[config.mk]
export PLATFORM = sky130hd
export DESIGN_NAME = regfile_wb_arbiter
export DESIGN_NICKNAME = d
export VERILOG_FILES = /design/src/rtl/regfile_pkg.sv /design/src/rtl/regfile_scoreboard.sv /design/src/rtl/regfile_wb_arbiter.sv
export SDC_FILE = /design/constraint.sdc
export NUM_CORES = 1
export LEC_CHECK = 0
export ABC_AREA = 1
export ABC_CLOCK_PERIOD_IN_PS = 2300
export BUFFER_PORTS_ARGS = -buffer_cell sky130_fd_sc_hd__buf_2
export CAP_MARGIN = 20
export CORE_ASPECT_RATIO = 1.2
export CORE_UTILIZATION = 40
export CTS_CLUSTER_SIZE = 14
export DETAILED_ROUTE_END_ITERATION = 7
export GPL_TIMING_DRIVEN = 0
export PLACE_DENSITY = 0.67
export SETUP_SLACK_MARGIN = 0.2
export SLEW_MARGIN = 10
export SYNTH_ARGS = -nofsm -noshare
export SYNTH_HDL_FRONTEND = slang
export SYNTH_SLANG_ARGS = --single-unit
[constraint.sdc]
create_clock -name Clk -period 2.3 [get_ports Clk]
set_input_delay 0.23 -clock Clk [delete_from_list [all_inputs] [get_ports Clk]]
set_output_delay 0.23 -clock Clk [all_outputs]
set_load 0.1 [all_outputs]
[src/rtl/regfile_pkg.sv]
// Shared constants and types for the register-file write-back slice.
package regfile_pkg;

    localparam int REG_COUNT  = 32;
    localparam int ADDR_WIDTH = 5;
    localparam int DATA_WIDTH = 32;

    typedef enum logic {
        REQ_ALU = 1'b0,
        REQ_MEM = 1'b1
    } req_e;

endpackage

[src/rtl/regfile_scoreboard.sv]
// Per-register pending scoreboard: one outstanding write per register,
// set on an accepted issue, cleared when the register file commits.
module regfile_scoreboard #(
    parameter int ADDR_WIDTH = regfile_pkg::ADDR_WIDTH
) (
    input  logic                         clk_i,
    input  logic                         rst_i,
    input  logic                         issueValid_i,
    input  logic [ADDR_WIDTH-1:0]        issueReg_i,
    output logic                         issueReady_o,
    input  logic                         commitValid_i,
    input  logic [ADDR_WIDTH-1:0]        commitReg_i,
    input  logic [ADDR_WIDTH-1:0]        readReg1_i,
    input  logic [ADDR_WIDTH-1:0]        readReg2_i,
    output logic                         pending1_o,
    output logic                         pending2_o,
    output logic [(1<<ADDR_WIDTH)-1:0]   pendingVector_o
);

    localparam int NumRegs = 1 << ADDR_WIDTH;

    logic [NumRegs-1:0] pending_q, pending_d;
    logic               issueAccept;

    // Refusal looks only at the current bit, so a retry on the commit edge is still refused.
    assign issueReady_o = ~pending_q[issueReg_i];
    assign issueAccept  = issueValid_i & issueReady_o & (issueReg_i != '0);

    always_comb begin
        pending_d = pending_q;
        if (commitValid_i) begin
            pending_d[commitReg_i] = 1'b0;
        end
        if (issueAccept) begin
            pending_d[issueReg_i] = 1'b1;
        end
        pending_d[0] = 1'b0;
    end

    always_ff @(posedge clk_i or posedge rst_i) begin
        if (rst_i) begin
            pending_q <= '0;
        end else begin
            pending_q <= pending_d;
        end
    end

    assign pending1_o      = pending_q[readReg1_i];
    assign pending2_o      = pending_q[readReg2_i];
    assign pendingVector_o = pending_q;

endmodule

[src/rtl/regfile_wb_arbiter.sv]
// Round-robin write-back arbiter between ALU and memory unit, feeding the
// register file's single write port, plus the RAW hazard scoreboard.
module regfile_wb_arbiter #(
    parameter int DATA_WIDTH = 32,
    parameter int ADDR_WIDTH = 5
) (
    input  logic                         Clk,
    input  logic                         Reset,
    input  logic                         IssueValid,
    input  logic [ADDR_WIDTH-1:0]        IssueReg,
    output logic                         IssueReady,
    input  logic                         AluValid,
    input  logic [ADDR_WIDTH-1:0]        AluReg,
    input  logic [DATA_WIDTH-1:0]        AluData,
    output logic                         AluReady,
    input  logic                         MemValid,
    input  logic [ADDR_WIDTH-1:0]        MemReg,
    input  logic [DATA_WIDTH-1:0]        MemData,
    output logic                         MemReady,
    input  logic [ADDR_WIDTH-1:0]        ReadRegister1,
    input  logic [ADDR_WIDTH-1:0]        ReadRegister2,
    output logic                         Pending1,
    output logic                         Pending2,
    output logic [(1<<ADDR_WIDTH)-1:0]   PendingVector,
    output logic [DATA_WIDTH-1:0]        WriteData,
    output logic [ADDR_WIDTH-1:0]        WriteRegister,
    output logic                         RegWrite,
    output logic                         Orphan
);

    import regfile_pkg::*;

    localparam int NumRegs = 1 << ADDR_WIDTH;

    req_e                  rrPtr_q, rrPtr_d;
    logic                  aluGrant, memGrant, anyGrant;
    logic [ADDR_WIDTH-1:0] grantReg;
    logic [DATA_WIDTH-1:0] grantData;
    logic                  regWrite_q, regWrite_d;
    logic [ADDR_WIDTH-1:0] writeReg_q, writeReg_d;
    logic [DATA_WIDTH-1:0] writeData_q, writeData_d;
    logic                  orphan_q, orphan_d;
    logic [NumRegs-1:0]    pendingVec;

    // The pointer names who wins a tie; after any grant it favours the loser.
    always_comb begin
        aluGrant  = AluValid & (~MemValid | (rrPtr_q == REQ_ALU));
        memGrant  = MemValid & (~AluValid | (rrPtr_q == REQ_MEM));
        anyGrant  = aluGrant | memGrant;
        grantReg  = memGrant ? MemReg  : AluReg;
        grantData = memGrant ? MemData : AluData;
        rrPtr_d   = rrPtr_q;
        if (aluGrant) begin
            rrPtr_d = REQ_MEM;
        end else if (memGrant) begin
            rrPtr_d = REQ_ALU;
        end
    end

    always_ff @(posedge Clk or posedge Reset) begin
        if (Reset) begin
            rrPtr_q <= REQ_ALU;
        end else begin
            rrPtr_q <= rrPtr_d;
        end
    end

    always_comb begin
        regWrite_d  = 1'b0;
        writeReg_d  = writeReg_q;
        writeData_d = writeData_q;
        orphan_d    = orphan_q;
        if (anyGrant) begin
            writeReg_d  = grantReg;
            writeData_d = grantData;
            regWrite_d  = (grantReg != '0);
            if ((grantReg != '0) && !pendingVec[grantReg]) begin
                orphan_d = 1'b1;
            end
        end
    end

    // Async reset also kills an in-flight write before the register file samples it.
    always_ff @(posedge Clk or posedge Reset) begin
        if (Reset) begin
            regWrite_q  <= 1'b0;
            writeReg_q  <= '0;
            writeData_q <= '0;
            orphan_q    <= 1'b0;
        end else begin
            regWrite_q  <= regWrite_d;
            writeReg_q  <= writeReg_d;
            writeData_q <= writeData_d;
            orphan_q    <= orphan_d;
        end
    end

    regfile_scoreboard #(
        .ADDR_WIDTH(ADDR_WIDTH)
    ) u_scoreboard (
        .clk_i          (Clk),
        .rst_i          (Reset),
        .issueValid_i   (IssueValid),
        .issueReg_i     (IssueReg),
        .issueReady_o   (IssueReady),
        .commitValid_i  (regWrite_q),
        .commitReg_i    (writeReg_q),
        .readReg1_i     (ReadRegister1),
        .readReg2_i     (ReadRegister2),
        .pending1_o     (Pending1),
        .pending2_o     (Pending2),
        .pendingVector_o(pendingVec)
    );

    assign AluReady      = aluGrant;
    assign MemReady      = memGrant;
    assign PendingVector = pendingVec;
    assign WriteData     = writeData_q;
    assign WriteRegister = writeReg_q;
    assign RegWrite      = regWrite_q;
    assign Orphan        = orphan_q;

endmodule

== After elaboration in Yosys (flattened, before gate mapping) ==
Index checks and enable logic that the tools add are counted.

* Bits in registers: 71
* Logic and storage cells: 54

* Magnitude comparators: 7
* Muxes and demuxes: 19
* Bitwise gates (word level): 14
* Reduce and logical (&&, ||, !) cells: 8

{| class="wikitable"
|+ Operators with widths
! cell !! count
|-
| $mux 32 || 3
|-
| $and 32x32->32 || 1
|-
| $not 32->32 || 1
|-
| $or 32x32->32 || 1
|-
| $lt 5x6->1 const B || 5
|-
| $bmux 1 s5 || 4
|-
| $demux 1 s5 || 2
|-
| $ge 5x1->1 const B || 2
|-
| $reduce_bool 5->1 || 2
|-
| $mux 1 || 9
|-
| $mux 5 || 1
|-
| $and 1x1->1 || 4
|-
| $not 1->1 || 4
|-
| $logic_and 1x1->1 || 3
|-
| $or 1x1->1 || 3
|-
| $reduce_and 2->1 || 1
|-
| $reduce_bool 2->1 || 1
|-
| $logic_not 1->1 || 1
|}

== Depth between registers and ports, before layout ==
* Word-level depth: 9
* Mapped depth: 15

== Cells and area by module ==
Synthesis repeated with hierarchy kept, for this count alone.

* Cell total of the unflattened synthesis: 706
* Area total of the unflattened synthesis: 4,694.5 µm²

{| class="wikitable"
|+ Modules (own cells, without submodules)
! module !! times used !! cells each !! area each (µm²)
|-
| regfile_scoreboard || 1 || 372 || 2,368.5
|-
| regfile_wb_arbiter || 1 || 334 || 2,326.0
|}

== Least setup slack after synthesis ==
Ideal clock, no wire load.

* Path kind: register to output
* Start point: register u_scoreboard.pending_q[19] (netlist: u_scoreboard.pendingVector_o[19])
* End point: output port Pending1
* Arrival time: 2,396 ps
* Data required time: 2,070 ps
* Setup slack: -326 ps
* Stages on the path, launching flop included: 8
* Buffers on the path: 0
* Cell sequence: dfrtp_1 inv_1 o21ai_0 a21oi_1 o21ai_0 nand3_1 nand3_1 o21a_1

* Cells in the longest elaborated chain, start to end: 2

{| class="wikitable"
|+ Ends and longest elaborated chain
! item !! line !! text
|-
| from (decl) || regfile_scoreboard.sv:22 || <nowiki>logic [NumRegs-1:0] pending_q, pending_d;</nowiki>
|-
| from (signal assigned) || regfile_scoreboard.sv:44 || <nowiki>pending_q <= pending_d;</nowiki>
|-
| $bmux 1 s5 || regfile_scoreboard.sv:48 || <nowiki>assign pending1_o = pending_q[readReg1_i];</nowiki>
|-
| $mux 1 (implied by the code) || regfile_scoreboard.sv:48 ||
|-
| to (decl) || regfile_wb_arbiter.sv:22 || <nowiki>output logic Pending1,</nowiki>
|}

Every way passes these cells. The select of a mux whose other input is x is not followed.

== Worst setup path after layout ==
* Start point: register u_scoreboard.pending_q[21] (netlist: u_scoreboard.pendingVector_o[21])
* End point: output port Pending2

* Cells in the longest elaborated chain, start to end: 2

{| class="wikitable"
|+ Ends and longest elaborated chain
! item !! line !! text
|-
| $bmux 1 s5 || regfile_scoreboard.sv:49 || <nowiki>assign pending2_o = pending_q[readReg2_i];</nowiki>
|-
| $mux 1 (implied by the code) || regfile_scoreboard.sv:49 ||
|-
| to (decl) || regfile_wb_arbiter.sv:23 || <nowiki>output logic Pending2,</nowiki>
|}

Every way passes these cells. The select of a mux whose other input is x is not followed.

==> results.toml <==
[outcome]
status = "complete, but fails checks"
violations = "design-rule violations"

[drt]
drc = 7
dr.pass1.iters = 7
wirelength_um = 16100
vias_per_cell = 5.51
drtIter0Drc = 342
route.detailed.wl_per_inst_um = 16.7
num_vias = 5330
antenna_left = 0

[power_and_ir_drop]
power.share.clock_pct = 17.6
p_comb_share_pct = 57.0
ir_drop_mv = 1.07
p_per_area_nw_per_um2 = 1520
seqPwrFrac_pct = 25.5
power.switching_w = 0.00542
p_sw_share_pct = 59.6
p_leak_nw = 2.93
internal-power_w = 0.00367

[synth]
netlist_instances = 649
synth_area_leader_cell = "dfrtp_1"
synthFlopType = "dfrtp_1"
synth_warnings = 0
synth.distinct_cells = 27
synth.most_common_cell = "nand2_1"
synth_top_area_share_pct = 40.1
ys_ff_latch = 71
synth-async-reset-ratio_pct = 100
synth_area_leaders = "dfrtp_1 (40%), o21ai_0 (15%), nand2_1 (12%)"
synth.cells.most_frequent = "nand2_1 (145), o21ai_0 (135), nand3_1 (72), dfrtp_1 (71), nor2_1 (57)"
syn_area_per_cell_sq_um = 6.83
netlist_area_sq_um = 4430
ys_seq_area_share_pct = 40.1
syn_nets = 743
synth_edf_count = 0

[floorplanning]
io_pins = 170
rows = 41
die_h_um = 117
core-area_sq_um = 10700
dieArea_sq_um = 11500
die_x_um = 98.1
start_util_pct = 41.6

[finish]
final_cells = 968
area.growth.synth_to_final_pct = 34.8
final_nets = 928
drive_above_1_share_pct = 31.6
final_area_sq_um = 5980
diodes = 0

[place]
port_buffers = 168
dp_hpwl_um = 12100
place_area_sq_um = 5510
gp_congestion = 0.928
dp_cells = 947
dp_slack_ns = 0.0356

[cts]
clockBufferDepth = 2
cts.sinks = 71
cts_made_buffers = 9
cts_tree = "done"
cts-root-buf = "clkbuf_16"
h-tree-depth = 3
path_clk_slew_ns = 0.06
clock_latency_ns = 0.34

[timing]
fmax_mhz = 489
final-max-slew-violation-count = 0
clock_skew_ns = 0.00743
setup_slack_ns = 0.256
tightest_slew_ns = 0.616
rsz0062_at_grt = "false"
setup_tns_ns = 0
final.min_clock_period_ns = 2.04
whs_ns = 0.169
finalCritPeriodShare_pct = 88.9
hold_viol = 0
setup_violations = 0
slew-limit-headroom_pct = 58.6

[global_route]
grt_max_degree = 40
antenna_found_initial = 0
grt_usage_pct = 28.3
grt_overflow = 0
grt_pass1_wl_um = 25700
first_global_vias = 5100

[worst_setup_path]
crit_arrival_ns = 1.81
critPathMaxFanout = 4
path_class = "register to primary output"
cp.required_ns = 2.07
crit_path_start_kind = "register"
endpoint_kind = "primary output"

[min_path]
min_path_type = "input pin to register"

[flow_run]
drv_cap = 0
[flip-flops by register name, indices dropped and copies added, names as in the netlist]
name                          cells
WriteData                        32
rrPtr_q                           1
Orphan                            1
WriteRegister                     5
RegWrite                          1
u_scoreboard.pendingVector_o     31
[power by group through the flow]
stage | sequential [W] | clock [W] | combinational (W)
2_1_floorplan | 0.00494 | 0 | 0.00122
6_report | 0.00231 | 0.00160 | 0.00518
3_3_place_gp | 0.00231 | 0 | 0.00497
4_1_cts | 0.00230 | 0.00161 | 0.00505
5_1_grt | 0.00234 | 0.00167 | 0.00541
3_5_place_dp | 0.00231 | 0 | 0.00502
[through the flow]
stage                     util [%]  power (W)
final                         56.0    0.00909
after global routing          56.0    0.00942
after CTS                     55.1    0.00896
after detailed placement      51.6    0.00733
after global placement        51.4    0.00727
after floorplan                  -    0.00616
[kinds of logic (layout without fill, tap and decap cells)]
logic type	count (synthesis)	count (layout)	share of synthesized area [%]
other cells	1	1	0.0846
buf+inv	91	281	8.41
flops	71	71	40.1
compound gates	196	196	24.1
simple gates	290	290	27.4
[worst max-delay path, stage by stage, from the launching register on]
cell and delay (ns):
dfrtp_2 0.36, inv_1 0.11, o21ai_0 0.18, a21oi_1 0.05, o21ai_0 0.22, nand3_1 0.11, nand3_1 0.10, o21a_2 0.14
buf_8 0.19
[path summary, 6_finish.rpt]
path	start	endpoint	slack (ns)	depth (start not counted)
worst max-delay path	u_scoreboard.pendingVector_o[21]	Pending2	0.26	8
max in group asynchronous	Reset	u_scoreboard.pendingVector_o[19]	1.26	4
min in group asynchronous	Reset	WriteData[6]	0.45	3
worst min register to register	Orphan	Orphan	0.46	2
worst max register to register	rrPtr_q	Orphan	0.40	12
worst min-delay path	AluData[23]	WriteData[23]	0.17	3
[layout make-up]
cell class	instances	area (sq um)
sequential	71	1820
inverter	63	244
timing repair buffer	174	946
fill	1070	4690
buffer	28	151
multi-input combinational	487	2320
clock buffer	10	229
tap	129	161
clock inverter	6	109
[cells in the final DEF, fill, tap and decap left out, types with 3 or more instances in the layout]
cell,count
nand2_1,142
dfrtp_2,31
nand2_2,7
clkbuf_2,4
nor3_1,7
clkbuf_16,9
o211ai_1,5
dfrtp_1,40
buf_8,3
a22oi_1,4
clkinv_2,3
o21ai_1,11
a21oi_1,26
inv_2,9
o21ai_2,3
clkbuf_1,15
nand3_1,71
bufinv_16,3
inv_1,49
buf_4,7
o31ai_1,11
o22ai_1,6
buf_2,167
buf_6,3
nor2_1,57
o21ai_0,123
[per-layer routing]
| metal | track usage, % | part of all wire [%] | vias up |
|---|---|---|---|
| met5 | 0 | 0 | - |
| met4 | 14.0 | 4.3 | 0 |
| met3 | 5.30 | 8.1 | 58 |
| met2 | 47.0 | 48 | 283 |
| met1 | 34.9 | 40 | 2424 |
| li1 | - | - | 2565 |
[repair_timing]
item	in CTS	in global routing
hold buffers	1	0
pin swaps	0	2
setup endpoints to repair	5	6
buffers inserted	0	4
hold endpoints to repair	32	0
gates cloned	0	0
gates resized for setup	11	40
Note: power is estimated with default switching activity, not from simulation.
